## config.mk

```make
export PLATFORM = sky130hd
export DESIGN_NAME = muldiv_seq
export DESIGN_NICKNAME = d
export VERILOG_FILES = /design/src/rtl/muldiv_seq.sv
export SDC_FILE = /design/constraint.sdc
export NUM_CORES = 1
export LEC_CHECK = 0
export CAP_MARGIN = 10
export CELL_PAD_IN_SITES_DETAIL_PLACEMENT = 1
export CELL_PAD_IN_SITES_GLOBAL_PLACEMENT = 2
export CORE_ASPECT_RATIO = 1.1
export CORE_MARGIN = 4
export CORE_UTILIZATION = 39
export DETAILED_ROUTE_END_ITERATION = 10
export GPL_TIMING_DRIVEN = 0
export PLACE_DENSITY_LB_ADDON = 0.1
export SLEW_MARGIN = 5
export SYNTH_ARGS = -nofsm -noshare
export SYNTH_HDL_FRONTEND = slang
export SYNTH_SLANG_ARGS = --single-unit
```

## constraint.sdc

```tcl
create_clock -name clk -period 15.5 [get_ports clk]
set_input_delay 4.65 -clock clk [delete_from_list [all_inputs] [get_ports clk]]
set_output_delay 4.65 -clock clk [all_outputs]
set_load 0.01 [all_outputs]
```

## src/rtl/muldiv_seq.sv

```systemverilog
// muldiv_seq: iterative RV32M multiply/divide sequencer for the execute stage.
// Shift-add multiply / restoring divide over XLEN cycles, flushable.
module muldiv_seq #(
  parameter int XLEN  = 32,
  parameter int CNT_W = 6
) (
  input  logic            clk,
  input  logic            rst_n,
  input  logic            start,
  input  logic [2:0]      funct3,
  input  logic [XLEN-1:0] op_a,
  input  logic [XLEN-1:0] op_b,
  input  logic            flush,
  output logic            busy,
  output logic            stall,
  output logic            done,
  output logic [XLEN-1:0] result
);

  typedef enum logic [1:0] {
    S_IDLE,
    S_CALC,
    S_DONE
  } state_t;

  localparam logic [XLEN-1:0] MIN_NEG = {1'b1, {(XLEN-1){1'b0}}};

  state_t            state_q, state_d;
  logic [CNT_W-1:0]  cnt_q, cnt_d;
  logic [2:0]        f3_q, f3_d;
  logic [XLEN-1:0]   b_q, b_d;
  logic [2*XLEN-1:0] acc_q, acc_d;
  logic              sa_q, sa_d;
  logic              sb_q, sb_d;
  logic [XLEN-1:0]   res_q, res_d;
  logic              busy_q, busy_d;
  logic              done_q, done_d;

  logic              accept;
  logic              sgn_a, sgn_b;
  logic              a_neg, b_neg;
  logic [XLEN-1:0]   a_mag, b_mag;
  logic              div_zero, div_ovf;
  logic [XLEN-1:0]   spec_res;

  logic [XLEN:0]     mul_sum;
  logic [XLEN:0]     div_sh, div_dif;
  logic [2*XLEN-1:0] step;
  logic [2*XLEN-1:0] prod_s;
  logic [XLEN-1:0]   quo_s, rem_s;
  logic [XLEN-1:0]   fin;

  assign accept = (state_q == S_IDLE) & start & ~flush;

  // Decode operand signedness, magnitudes and accept-time special cases
  always_comb begin
    sgn_a    = (funct3 == 3'd0) | (funct3 == 3'd1) | (funct3 == 3'd2)
             | (funct3 == 3'd4) | (funct3 == 3'd6);
    sgn_b    = (funct3 == 3'd0) | (funct3 == 3'd1)
             | (funct3 == 3'd4) | (funct3 == 3'd6);
    a_neg    = sgn_a & op_a[XLEN-1];
    b_neg    = sgn_b & op_b[XLEN-1];
    a_mag    = a_neg ? (~op_a + 1'b1) : op_a;
    b_mag    = b_neg ? (~op_b + 1'b1) : op_b;
    div_zero = funct3[2] & (op_b == '0);
    div_ovf  = funct3[2] & ~funct3[0]
             & (op_a == MIN_NEG) & (&op_b);
    if (div_zero) begin
      spec_res = funct3[1] ? op_a : '1;
    end else begin
      spec_res = funct3[1] ? '0 : MIN_NEG;
    end
  end

  // One iteration step plus sign fix-up and output select for the last step
  always_comb begin
    mul_sum = {1'b0, acc_q[2*XLEN-1:XLEN]}
            + (acc_q[0] ? {1'b0, b_q} : '0);
    div_sh  = {acc_q[2*XLEN-1:XLEN], acc_q[XLEN-1]};
    div_dif = div_sh - {1'b0, b_q};
    if (!f3_q[2]) begin
      step = {mul_sum, acc_q[XLEN-1:1]};
    end else if (div_dif[XLEN]) begin
      step = {div_sh[XLEN-1:0], acc_q[XLEN-2:0], 1'b0};
    end else begin
      step = {div_dif[XLEN-1:0], acc_q[XLEN-2:0], 1'b1};
    end
    prod_s = (sa_q ^ sb_q) ? (~step + 1'b1) : step;
    quo_s  = (sa_q ^ sb_q) ? (~step[XLEN-1:0] + 1'b1)
                           : step[XLEN-1:0];
    rem_s  = sa_q ? (~step[2*XLEN-1:XLEN] + 1'b1)
                  : step[2*XLEN-1:XLEN];
    if (f3_q == 3'd0) begin
      fin = prod_s[XLEN-1:0];
    end else if (!f3_q[2]) begin
      fin = prod_s[2*XLEN-1:XLEN];
    end else if (!f3_q[1]) begin
      fin = quo_s;
    end else begin
      fin = rem_s;
    end
  end

  // Sequencer next-state: accept, iterate, present result, abort on flush
  always_comb begin
    state_d = state_q;
    cnt_d   = cnt_q;
    f3_d    = f3_q;
    b_d     = b_q;
    acc_d   = acc_q;
    sa_d    = sa_q;
    sb_d    = sb_q;
    res_d   = res_q;
    busy_d  = busy_q;
    done_d  = 1'b0;
    unique case (state_q)
      S_IDLE: begin
        if (accept) begin
          f3_d   = funct3;
          b_d    = b_mag;
          sa_d   = a_neg;
          sb_d   = b_neg;
          busy_d = 1'b1;
          if (div_zero | div_ovf) begin
            state_d = S_DONE;
            res_d   = spec_res;
            done_d  = 1'b1;
          end else begin
            state_d = S_CALC;
            cnt_d   = '0;
            acc_d   = {{XLEN{1'b0}}, a_mag};
          end
        end
      end
      S_CALC: begin
        if (flush) begin
          state_d = S_IDLE;
          busy_d  = 1'b0;
          cnt_d   = '0;
        end else begin
          acc_d = step;
          cnt_d = cnt_q + 1'b1;
          if (cnt_q == CNT_W'(XLEN-1)) begin
            state_d = S_DONE;
            res_d   = fin;
            done_d  = 1'b1;
          end
        end
      end
      S_DONE: begin
        state_d = S_IDLE;
        busy_d  = 1'b0;
        cnt_d   = '0;
      end
      default: begin
        state_d = S_IDLE;
        busy_d  = 1'b0;
      end
    endcase
  end

  // State and registered outputs
  always_ff @(posedge clk or negedge rst_n) begin
    if (!rst_n) begin
      state_q <= S_IDLE;
      cnt_q   <= '0;
      f3_q    <= '0;
      b_q     <= '0;
      acc_q   <= '0;
      sa_q    <= 1'b0;
      sb_q    <= 1'b0;
      res_q   <= '0;
      busy_q  <= 1'b0;
      done_q  <= 1'b0;
    end else begin
      state_q <= state_d;
      cnt_q   <= cnt_d;
      f3_q    <= f3_d;
      b_q     <= b_d;
      acc_q   <= acc_d;
      sa_q    <= sa_d;
      sb_q    <= sb_d;
      res_q   <= res_d;
      busy_q  <= busy_d;
      done_q  <= done_d;
    end
  end

  assign busy   = busy_q;
  assign done   = done_q & ~flush;
  assign stall  = accept | (state_q == S_CALC);
  assign result = res_q;

endmodule

```

==> results.toml, run 1 <==
[outcome]
outcome = "complete, no violations"

[die]
dieArea_sq_mm = 0.0438
initial_core_util = 0.394
core_sq_mm = 0.0402
die_w_um = 200
die_h_um = 219
ioPinCount = 106
fp-row-count = 77

[timing]
layout_min_cycle_time_ns = 11.91
setup_viol = 0
final-hold-violation-count = 0
fmax_mhz = 83.9
whs_ns = 0.502
finalSetupTns_ns = 0
slew_headroom = 0.0920
fin_crit_sh = 0.769
rsz0062_at_grt = "false"
final_max_slew_viol_count = 0
tightest_slew_ns = 1.36
finalClockSkew_ns = 0.0129

[setup_path]
cp-start-kind = "input pin"
r2r_setup_slack_ns = 7.80
crit_path_end_kind = "output port"
required_ns = 10.85
cpPeakStageDelay_ns = 0.63
crit_path_end = "stall"
r2r-end = "result[4]"
timing.rr.start = "acc_q[31]"
worstSetupPathType = "input pin to output port"
cp.arrival_ns = 7.26
worstPathMaxFanout = 10
r2r_cells = 24
cpMaxStageDelayCell = "clkbuf_1"
crit_chain = "clkdlybuf4s50_1, inv_1, nand2_1, or3_1, clkbuf_1, clkbuf_1, nand2_1, clkdlybuf4s50_1"
startpoint = "flush"

[routing]
drt-pass1-iter-count = 5
viasPerCell = 6.30
wl_per_cell_um = 27.7
wirelength_um = 77400
drc = 0
ant_nets = 0
vias = 17600
drt_iter0_drc = 1195

[cells_and_area]
fillers = 5043
syn2layout_area_growth_pct = 15.2
drive_gt1_frac = 0.0499
diodes = 0
final_util = 0.453
final_nets = 2415
finalNonFillerCells = 2798

[global_route]
antenna_found_initial = 0
grtUsageTotal = 0.351
grt_max_degree = 93
grt_pass1_vias = 18500
grt_first_pass_wirelength_um = 115000
grt_overflow = 0

[synth]
yosysWarnings = 0
synth_compound_gate_area_share = 0.299
synth.ff_latch_count = 143
synthSimpleGateAreaFrac = 0.233
avgSynthCellArea_sq_um = 7.36
synth_edf_count = 0
synth_adder_area_share = 0.0579
synth_cells = 2147
synth_cell_types = 101
netlist_area_sq_mm = 0.0158
synth_flop_cell = "dfrtp_1"
synth_top_family_by_area = "compound AO/OA/AOI/OAI gates"
synthArstFlopShare = 1.00
muxShareOfSynthArea = 0.0357
ys_seq_area_frac = 0.226
synth_xor_area_frac = 0.0958
synth_nets = 2290

[clocking]
htreeDepth = 4
post_cts_resize_count = 0
cts-buffers-inserted = 17
clkTransAtPathRegs_ns = 0.07
cts_tree = "yes"
numClockSinks = 143
clk_path_buf_depth = 2
cts_hold_buf = 0
post_cts_buffers = 0
insertion_delay_ns = 0.47
root_buffer = "clkbuf_16"

[run]
maxCapViolations = 0

[pwr]
p_per_area_mw_per_mm2 = 172
ir_worst_vdd_mv = 0.0876
cellLeakagePower_nw = 7.37

[placed_design]
dp_hpwl_um = 62700
place_inst = 2766
port_buffers = 105
place_congestion = 0.999

[min_path]
hp-class = "register to register"
==> cell usage after synthesis (40+ instances only) <==
cell type | number | share of area
a21oi_1 | 203 | 0.064
and2_1 | 44 | 0.017
clkbuf_1 | 85 | 0.020
dfrtp_1 | 143 | 0.23
ha_1 | 70 | 0.055
inv_1 | 79 | 0.019
mux2i_1 | 44 | 0.028
nand2_1 | 241 | 0.057
nand3_1 | 40 | 0.013
nor2_1 | 188 | 0.045
nor3_1 | 59 | 0.019
o21ai_0 | 210 | 0.066
xnor2_1 | 101 | 0.056
xor2_1 | 72 | 0.040
==> registers in the layout, summed over array words and instances, names as in the netlist <==
signal / flops
acc_q: 64
b_q: 32
busy: 1
cnt_q: 6
done_q: 1
f3_q: 3
result: 32
sa_q: 1
sb_q: 1
state_q: 2
==> cell type report <==
cell class	count	area [sq um]	area share
Inverter	79	297	0.0163
Timing Repair Buffer	106	1080	0.0595
Tap cell	513	642	0.0352
Sequential cell	143	3580	0.197
Multi-Input combinational cell	1799	11400	0.627
Clock inverter	15	250	0.0137
Clock buffer	17	425	0.0234
Buffer	126	519	0.0285
==> metrics by stage <==
stage	worst slack, ns	total power, mW	cell area (sq um)
finish	3.59	3.13	18200
global placement	3.26	2.54	17500
CTS	3.63	3.09	18200
detailed placement	3.64	2.57	17500
floorplan	5.22	1.87	15800
global route	3.40	3.31	18200
==> report_power, final <==
| part | leakage [nW] | switching, mW | internal, mW |
|---|---|---|---|
| clock | 0.323 | 0.203 | 0.292 |
| sequential | 1.87 | 0.118 | 0.437 |
| combinational | 5.18 | 1.40 | 0.685 |
| total | 7.37 | 1.72 | 1.41 |
==> cells in the final DEF (no fill, tap or decap), drive strengths merged, types with 9 or more instances in the layout <==
master / instances
nand2: 243
o21ai: 224
a21oi: 210
nor2: 189
dfrtp: 143
clkdlybuf4s50: 104
clkbuf: 103
xnor2: 101
inv: 85
xor2: 72
ha: 70
nor3: 61
and2: 45
mux2i: 44
buf: 42
nand3: 40
a31oi: 38
nand4: 35
o211ai: 34
a22o: 26
nor4: 25
o31ai: 24
or3: 21
a211oi: 21
a21o: 20
and3: 17
nand2b: 17
nor2b: 17
o21a: 13
o221ai: 11
mux2: 11
a21boi: 10
nor4b: 10
or2: 9
a311oi: 9
o41ai: 9
==> per-layer routing <==
| metal | routed length, um | vias to the layer above | track usage |
|---|---|---|---|
| met5 | 0 | - | 0 |
| met4 | 5910 | 0 | 0.221 |
| met3 | 3410 | 207 | 0.0358 |
| met2 | 36500 | 613 | 0.585 |
| met1 | 31600 | 8694 | 0.432 |
| li1 | - | 8115 | - |
==> worst min path at each step <==
stage                   start        end  slack, ns  depth (start not counted)
CTS                 result[7]  result[7]       0.50                          1
global route        result[7]  result[7]       0.52                          1
global placement    result[8]  result[8]       0.47                          2
finish              result[7]  result[7]       0.50                          1
floorplan             b_q[10]    b_q[10]       0.46                          2
detailed placement  result[8]  result[8]       0.48                          2
==> logic make-up after synthesis <==
| logic type | after synthesis |
|---|---|
| simple gates | 756 |
| buf+inv | 205 |
| mux | 55 |
| compound gates | 743 |
| xor+xnor | 173 |
| flops | 143 |
| fa+ha+maj | 72 |
==> worst max-delay path: cells and delay by family <==
family / cells / cell delay (ns)
simple gates: 3 / 0.38
buf+inv: 5 / 2.22
Note: power is estimated with default switching activity, not from simulation.
==> run 2, diff against run 1 <==
--- a/config.mk
+++ b/config.mk
@@ -10,7 +10,7 @@
 export CELL_PAD_IN_SITES_GLOBAL_PLACEMENT = 2
 export CORE_ASPECT_RATIO = 1.1
 export CORE_MARGIN = 4
-export CORE_UTILIZATION = 39
+export CORE_UTILIZATION = 36
 export DETAILED_ROUTE_END_ITERATION = 10
 export GPL_TIMING_DRIVEN = 0
 export PLACE_DENSITY_LB_ADDON = 0.1
==> constraint.sdc (replaced) <==
create_clock -name clk -period 11.5 [get_ports clk]
set_input_delay 3.45 -clock clk [delete_from_list [all_inputs] [get_ports clk]]
set_output_delay 3.45 -clock clk [all_outputs]
set_load 0.01 [all_outputs]
==> results.toml, run 2 (synthesized netlist as in run 1, its figures left out) <==
[outcome]
outcome = "complete, no violations"

[routing]
drt-pass1-iter-count = 7
drt_iter0_drc = 1211
wl_per_cell_um = 27.7
drc = 0
viasPerCell = 6.19
ant_nets = 0
wirelength_um = 79300
vias = 17700

[timing]
final_max_slew_viol_count = 0
fmax_mhz = 106
slew_headroom = 0.102
rsz0062_at_grt = "false"
finalClockSkew_ns = 0.0156
setup_viol = 0
tightest_slew_ns = 1.35
finalSetupTns_ns = 0
final-hold-violation-count = 0
layout_min_cycle_time_ns = 9.43
fin_crit_sh = 0.820

[clocking]
insertion_delay_ns = 0.51
cts_hold_buf = 0
clk_path_buf_depth = 2
cts_tree = "yes"
clkTransAtPathRegs_ns = 0.07
post_cts_resize_count = 0
cts-buffers-inserted = 17
numClockSinks = 143
root_buffer = "clkbuf_16"
htreeDepth = 4
post_cts_buffers = 0

[cells_and_area]
finalNonFillerCells = 2859
final_nets = 2415
top_register = "acc_q"
syn2layout_area_growth_pct = 15.1
most-common-layout-cells = "nand2_1 (241), o21ai_0 (210), a21oi_1 (203)"
largest_reg_flops = 64
final_common_cell = "nand2_1"
diodes = 0
drive_gt1_frac = 0.0495

[placed_design]
place_inst = 2827
place_congestion = 0.958
port_buffers = 105
dp_hpwl_um = 63700

[die]
fp-row-count = 80
die_w_um = 208
core_sq_mm = 0.0434
dieArea_sq_mm = 0.0473
die_h_um = 228
ioPinCount = 106
initial_core_util = 0.364

[min_path]
hp-class = "register to register"

[global_route]
grt_pass1_vias = 18200
grt_max_degree = 89
grt_overflow = 0
grtUsageTotal = 0.326
antenna_found_initial = 0
grt_first_pass_wirelength_um = 118000

[pwr]
cellLeakagePower_nw = 7.33
p_per_area_mw_per_mm2 = 229
ir_worst_vdd_mv = 0.131

[run]
maxCapViolations = 0

[setup_path]
crit_path_end_kind = "output port"
worstSetupPathType = "input pin to output port"
cp.arrival_ns = 5.98
r2r_setup_slack_ns = 3.74
required_ns = 8.05
worstPathMaxFanout = 10
cp-start-kind = "input pin"
run 2: changes by cell type in the layout (fill, tap and decap cells not counted):
cell | before | now
clkbuf_8 | 0 | 1
bufinv_16 | 5 | 1
clkbuf_1 | 85 | 86
clkinvlp_4 | 2 | 3
clkinv_4 | 1 | 2
run 2: final timing paths:
check	from	to	depth (start not counted)
setup / recovery	flush	stall	8
hold / removal	result[0]	result[0]	2
setup reg to reg	acc_q[31]	result[4]	24
hold reg to reg	result[0]	result[0]	2
max in group asynchronous	rst_n	acc_q[55]	2
min in group asynchronous	rst_n	result[3]	1
run 2: layout make-up:
cell class                      count  area (sq um)
Multi-Input combinational cell   1799         11400
Inverter                           79           297
Clock inverter                     13           146
Timing Repair Buffer              106          1080
Fill cell                        5476         25200
Sequential cell                   143          3580
Clock buffer                       19           443
Buffer                            126           519
Tap cell                          574           718
run 2: worst max-delay path: stages:
cell,delay [ns]
clkdlybuf4s50_1,0.55
inv_1,0.12
nand2_1,0.11
or3_1,0.13
clkbuf_1,0.38
clkbuf_1,0.60
nand2_1,0.11
clkdlybuf4s50_1,0.53
run 2: power by group:
part / switching (mW) / internal [mW] / leakage [nW]
combinational: 1.89 / 0.924 / 5.18
sequential: 0.161 / 0.589 / 1.87
clock: 0.288 / 0.311 / 0.279
run 2: layer usage:
layer / routed length, um / global-route usage
met5: 0 / 0
met4: 5110 / 0.179
met3: 3180 / 0.0437
met2: 37700 / 0.549
met1: 33200 / 0.402
run 2: through the flow:
step           utilization  setup WS, ns  power (mW)  instance area, sq um  hold WS (ns)
2_1_floorplan            -          3.62        2.53                 15800         0.464
3_3_place_gp         0.405         0.567        3.44                 17600         0.469
3_5_place_dp         0.405          1.88        3.48                 17600         0.473
4_1_cts              0.419          2.09        4.09                 18200         0.492
5_1_grt              0.419          1.81        4.40                 18200         0.518
6_report             0.419          2.07        4.16                 18200         0.487
